<file path="config.mk">
export PLATFORM = sky130hd
export DESIGN_NAME = multicycle_control_unit
export DESIGN_NICKNAME = d
export VERILOG_FILES = /design/src/rtl/multicycle_control_unit.sv
export SDC_FILE = /design/constraint.sdc
export NUM_CORES = 1
export LEC_CHECK = 0
export CORE_UTILIZATION = 38
export CTS_CLUSTER_SIZE = 16
export DETAILED_ROUTE_END_ITERATION = 8
export HOLD_SLACK_MARGIN = 0.15
export PLACE_DENSITY = 0.79
export SYNTH_ARGS = -nofsm -noshare
export SYNTH_HDL_FRONTEND = slang
export SYNTH_SLANG_ARGS = --single-unit
</file>
<file path="constraint.sdc">
create_clock -name clk -period 3.53 [get_ports clk]
set_input_delay 0.353 -clock clk [delete_from_list [all_inputs] [get_ports clk]]
set_output_delay 0.353 -clock clk [all_outputs]
set_load 0.02 [all_outputs]
</file>
<file path="src/rtl/multicycle_control_unit.sv">
// Multi-cycle RISC-V control FSM: fetch/decode/execute/mem/writeback.
// Define CU_DM_TIMEOUT_EN to trap data-memory acks missing for TIMEOUT_CYCLES.
module multicycle_control_unit #(
  parameter int WORDSIZE         = 64,
  parameter int INSTRUCTION_SIZE = 32,
  parameter int TIMEOUT_CYCLES   = 16
) (
  input  logic                        clk,
  input  logic                        rst,
  input  logic [INSTRUCTION_SIZE-1:0] instruction,
  input  logic                        im_ready,
  input  logic                        dm_ack,
  input  logic                        alu_zero,
  output logic                        cu_ir_load,
  output logic                        cu_pc_write,
  output logic                        cu_pc_sel,
  output logic [4:0]                  cu_rf_addr_a,
  output logic [4:0]                  cu_rf_addr_b,
  output logic [4:0]                  cu_rf_write_addr,
  output logic                        cu_rf_write_en,
  output logic [WORDSIZE-1:0]         cu_immediate,
  output logic                        cu_mux_0_sel,
  output logic                        cu_mux_1_sel,
  output logic                        cu_mux_2_sel,
  output logic [2:0]                  cu_alu_operation,
  output logic                        cu_dm_read_en,
  output logic                        cu_dm_write_en,
  output logic                        cu_illegal,
  output logic [2:0]                  cu_state
);

  typedef enum logic [2:0] {
    FETCH     = 3'd0,
    DECODE    = 3'd1,
    EXECUTE   = 3'd2,
    MEM       = 3'd3,
    WRITEBACK = 3'd4,
    ILLEGAL   = 3'd7
  } state_e;

  localparam logic [6:0] OP_LOAD   = 7'b0000011;
  localparam logic [6:0] OP_STORE  = 7'b0100011;
  localparam logic [6:0] OP_REG    = 7'b0110011;
  localparam logic [6:0] OP_IMM    = 7'b0010011;
  localparam logic [6:0] OP_BRANCH = 7'b1100011;

  state_e state_q, state_d;
  logic [INSTRUCTION_SIZE-1:0] ir_q;

  logic [6:0] opcode, funct7;
  logic [2:0] funct3;
  logic       is_load, is_store, is_rtype, is_itype, is_branch;
  logic       legal, alu_rf, br_taken, tmo_hit;
  logic [2:0] alu_op;
  logic [WORDSIZE-1:0] imm;

  assign opcode = ir_q[6:0];
  assign funct3 = ir_q[14:12];
  assign funct7 = ir_q[31:25];

  assign is_load = (opcode == OP_LOAD)
    && (funct3 == 3'b010 || funct3 == 3'b011);
  assign is_store = (opcode == OP_STORE)
    && (funct3 == 3'b010 || funct3 == 3'b011);
  assign is_rtype = (opcode == OP_REG) && (
    (funct3 == 3'b000
      && (funct7 == 7'b0000000 || funct7 == 7'b0100000))
    || ((funct3 == 3'b111 || funct3 == 3'b110)
      && funct7 == 7'b0000000));
  assign is_itype = (opcode == OP_IMM) && (funct3 == 3'b000
    || funct3 == 3'b111 || funct3 == 3'b110);
  assign is_branch = (opcode == OP_BRANCH)
    && (funct3 == 3'b000 || funct3 == 3'b001);

  assign legal = is_load | is_store | is_rtype
    | is_itype | is_branch;
  assign alu_rf = is_rtype | is_itype;
  // beq takes on zero, bne on non-zero
  assign br_taken = (funct3 == 3'b000) ? alu_zero : ~alu_zero;

  always_comb begin
    alu_op = 3'b000;
    unique case (1'b1)
      is_branch:                      alu_op = 3'b001;
      alu_rf && funct3 == 3'b111:     alu_op = 3'b010;
      alu_rf && funct3 == 3'b110:     alu_op = 3'b011;
      is_rtype && funct3 == 3'b000
        && funct7[5]:                 alu_op = 3'b001;
      default:                        alu_op = 3'b000;
    endcase
  end

  always_comb begin
    imm = '0;
    unique case (1'b1)
      opcode == OP_LOAD || opcode == OP_IMM:
        imm = {{(WORDSIZE-12){ir_q[31]}}, ir_q[31:20]};
      opcode == OP_STORE:
        imm = {{(WORDSIZE-12){ir_q[31]}},
               ir_q[31:25], ir_q[11:7]};
      opcode == OP_BRANCH:
        imm = {{(WORDSIZE-13){ir_q[31]}}, ir_q[31],
               ir_q[7], ir_q[30:25], ir_q[11:8], 1'b0};
      default: imm = '0;
    endcase
  end

`ifdef CU_DM_TIMEOUT_EN
  localparam int TW = $clog2(TIMEOUT_CYCLES) + 1;
  logic [TW-1:0] tmo_q, tmo_d;

  assign tmo_hit = (tmo_q == TW'(TIMEOUT_CYCLES - 1));

  always_comb begin
    tmo_d = tmo_q;
    if (state_q == EXECUTE)
      tmo_d = '0;
    else if (state_q == MEM && !dm_ack && !tmo_hit)
      tmo_d = tmo_q + TW'(1);
  end

  always_ff @(posedge clk) begin
    if (rst) tmo_q <= '0;
    else     tmo_q <= tmo_d;
  end
`else
  assign tmo_hit = 1'b0;
`endif

  always_comb begin
    state_d = state_q;
    unique case (state_q)
      FETCH:
        if (im_ready) state_d = DECODE;
      DECODE:
        state_d = legal ? EXECUTE : ILLEGAL;
      EXECUTE:
        if (is_branch)
          state_d = FETCH;
        else if (is_load || is_store)
          state_d = MEM;
        else
          state_d = WRITEBACK;
      MEM:
        if (dm_ack)
          state_d = is_load ? WRITEBACK : FETCH;
        else if (tmo_hit)
          state_d = ILLEGAL;
      WRITEBACK:
        state_d = FETCH;
      ILLEGAL:
        state_d = ILLEGAL;
      default:
        state_d = FETCH;
    endcase
  end

  always_ff @(posedge clk) begin
    if (rst) begin
      state_q <= FETCH;
      ir_q    <= '0;
    end else begin
      state_q <= state_d;
      if (cu_ir_load) ir_q <= instruction;
    end
  end

  always_comb begin
    cu_ir_load       = 1'b0;
    cu_pc_write      = 1'b0;
    cu_pc_sel        = 1'b0;
    cu_rf_addr_a     = '0;
    cu_rf_addr_b     = '0;
    cu_rf_write_addr = '0;
    cu_rf_write_en   = 1'b0;
    cu_immediate     = '0;
    cu_mux_0_sel     = 1'b0;
    cu_mux_1_sel     = 1'b0;
    cu_mux_2_sel     = 1'b0;
    cu_alu_operation = 3'b000;
    cu_dm_read_en    = 1'b0;
    cu_dm_write_en   = 1'b0;
    cu_illegal       = 1'b0;
    cu_state         = state_q;
    unique case (state_q)
      FETCH:   cu_ir_load = im_ready;
      ILLEGAL: cu_illegal = 1'b1;
      default: begin
        cu_rf_addr_a     = ir_q[19:15];
        cu_rf_addr_b     = ir_q[24:20];
        cu_rf_write_addr = ir_q[11:7];
        cu_immediate     = imm;
        unique case (state_q)
          EXECUTE: begin
            cu_alu_operation = alu_op;
            cu_mux_1_sel     = is_rtype | is_branch;
            cu_pc_write      = is_branch;
            cu_pc_sel        = is_branch & br_taken;
          end
          MEM: begin
            cu_dm_read_en  = is_load;
            cu_dm_write_en = is_store;
            cu_pc_write    = is_store & dm_ack;
          end
          WRITEBACK: begin
            cu_alu_operation = alu_op;
            cu_mux_1_sel     = is_rtype;
            cu_mux_2_sel     = is_load;
            cu_rf_write_en   = (ir_q[11:7] != 5'd0);
            cu_pc_write      = 1'b1;
          end
          default: ;
        endcase
      end
    endcase
  end

endmodule

</file>
==> results.toml <==
[synth]
synth_cell_type_count = 39
synth_edf_count = 0
ys_seq_area_share_pct = 32.0
ys.flop_type = "dfxtp_1"
async_flop_share_pct = 0
synthesis.area_sq_mm = 0.00219
synth_warnings = 0
synth_seq_cells = 35
avgSynthCellArea_sq_um = 7.21
synth_cells = 304

[critical_path]
path_max_fanout = 52
crit_type = "reg -> out"
critPathRequiredTime_ns = 3.18
endpoint_kind = "primary output"
crit_family = "buffers and inverters"
path_cells = "or2b_2 > nor2_1 > o21a_1 > and2_1 > buf_4 > clkdlybuf4s50_1"
slowest_delay_ns = 0.69
start_kind = "flop"
cp_num_buf_inv = 2
worstPathArrival_ns = 2.75
cp_slowest_cell = "clkdlybuf4s50_1"

[clock_network]
htree_levels = 2
cts_made_buffers = 5
cts_buffer_depth = 2
clk_latency_ns = 0.29
post_cts_resized = 0
post_cts.repair.setup_buffers = 0
clkTransAtPathRegs_ns = 0.07
cts_sinks = 35
cts_hold_buffers = 0
cts_tree = "yes"
root_buffer = "clkbuf_8"

[global_routing]
grt_max_degree = 53
grt_pass1_wl_mm = 9.00
grt_pass1_vias = 1839
overflow = 0
track_usage_pct = 18.7
antenna_found_initial = 0

[min_path]
min_path_type = "reg -> reg"

[power]
p_switching_mw = 0.632
total_power_mw = 1.54
ir_drop_mv = 0.268
internal_power_mw = 0.904
p_leak_nw = 1.17
clkPwrFrac_pct = 18.8
p_comb_share_pct = 43.0
seq_power_share_pct = 38.2
power.density_mw_per_mm2 = 472
swShare_pct = 41.2

[final_layout]
multi_input_area_sq_mm = 0.00103
register_area_sq_um = 701
layout_commonest_cell = "clkdlybuf4s50_1"
area_growth_syn_to_layout_pct = 48.6
diodes = 0
final_nets = 417
final_layout_size_suffix_gt1_share_pct = 5.25
final_cell_mix = "129 x clkdlybuf4s50_1, 73 x nand2_1, 37 x a21oi_1"
fillers = 516

[floorplan]
initial_core_util_pct = 39.6
rows = 27
core_area_sq_mm = 0.00554
die_area_sq_mm = 0.00608
ios = 132
die_w_um = 78.0
dieHeight_um = 78.0

[sta]
finClkSkew_ns = 0.00582
finalHoldViolations = 0
fin_crit_ns = 3.10
drv_slew = 0
setup_violations = 0
rsz0062_at_grt = "false"
tns_ns = 0
fmax_ghz = 0.322
fin_crit_sh_pct = 87.9
slew_headroom_pct = 64.1
worst_pin_slew_ns = 0.534

[place]
portBuffers = 129
dp_hpwl_mm = 4.22
place.gp.congestion = 0.838

[drt]
drt_iter0_drc = 76
drcViolationCount = 0
finalWirelength_mm = 5.73
vias_per_cell = 4.81
vias = 2180
drt_pass1_iterations = 4
avgRoutedWirePerCell_um = 12.6
ant_nets = 0

[run]
maxCapViolCount = 0

[outcome]
outcome = "finished clean"
## cell families (layout without fill, tap and decap cells)
kind of cell | count (synthesis) | in the layout | share of synthesized area (%)
AO/OA/AOI/OAI | 56 | 56 | 15.1
flip-flops | 35 | 35 | 32.0
buffers and inverters | 71 | 147 | 21.2
AND/OR/NAND/NOR | 140 | 140 | 31.2
other | 1 | 2 | 0.171
XOR/XNOR | 1 | 1 | 0.400
## worst paths after layout
path                  from                to  slack, ns  cells past startpoint
setup / recovery   ir_q[5]  cu_immediate[63]       0.43                      6
hold / removal    ir_q[19]          ir_q[19]       0.45                      2
setup reg to reg  ir_q[14]       cu_state[2]       1.66                      5
hold reg to reg   ir_q[19]          ir_q[19]       0.45                      2
## power by group through the flow
stage	Combinational (mW)	Sequential [mW]	Clock (mW)
floorplan	0.420	0.568	0
global placement	0.650	0.590	0
detailed placement	0.665	0.595	0
CTS	0.666	0.586	0.291
global route	0.729	0.605	0.313
finish	0.660	0.587	0.289
## metrics by stage
stage                     setup WS (ns)  utilization (%)  hold WS (ns)  instance area, sq um  instances
after floorplan                   0.462                -         0.432                  2200        305
after global placement            0.850             57.2         0.438                  3170        445
after detailed placement          0.749             57.2         0.442                  3170        445
after CTS                         0.428             58.8         0.452                  3260        453
after global routing              0.226             58.8         0.479                  3260        453
final                             0.426             58.8         0.452                  3260        453
## layer usage
layer  global-route usage, %  wire length (um)  vias up
met4                    5.19                48        0
li1                        -                 -     1100
met5                       0                 0        -
met2                    31.9              2680      110
met3                    5.06               461        7
met1                    23.0              2530      963
## registers in the layout, indices dropped and copies added (netlist names)
name / cells
cu_state: 3
ir_q: 32
## cells in the mapped netlist (all sizes together) (2+ instances only)
cell    number  share of area [%]
inv          4               0.68
nand2       73                 12
or3          3               0.86
nor3        10                2.3
and2        22                6.3
nor3b        2               0.68
clkbuf      13                2.2
nand3        2               0.46
a21oi       37                8.4
nand2b       2               0.57
a22o         5                2.0
nor2        11                1.9
nand3b       2               0.68
nor4         2               0.57
a22oi        2               0.68
buf         54                 18
and3         3               0.91
o21ai        3               0.68
a31oi        2               0.57
dfxtp       35                 32
## area by class of cell
type	count	share of cell area, %
timing repair buffer	135	41.0
tap	72	2.77
clock buffer	6	2.23
multi-input combinational	199	31.6
sequential	35	21.5
clock inverter	2	0.384
inverter	4	0.461
## tightest hold or removal path, cell delays in order (launching register included)
cell     delay (ns)
dfxtp_1        0.31
nand2_1        0.05
a21oi_1        0.05
Power figures use the tool's default switching activity.
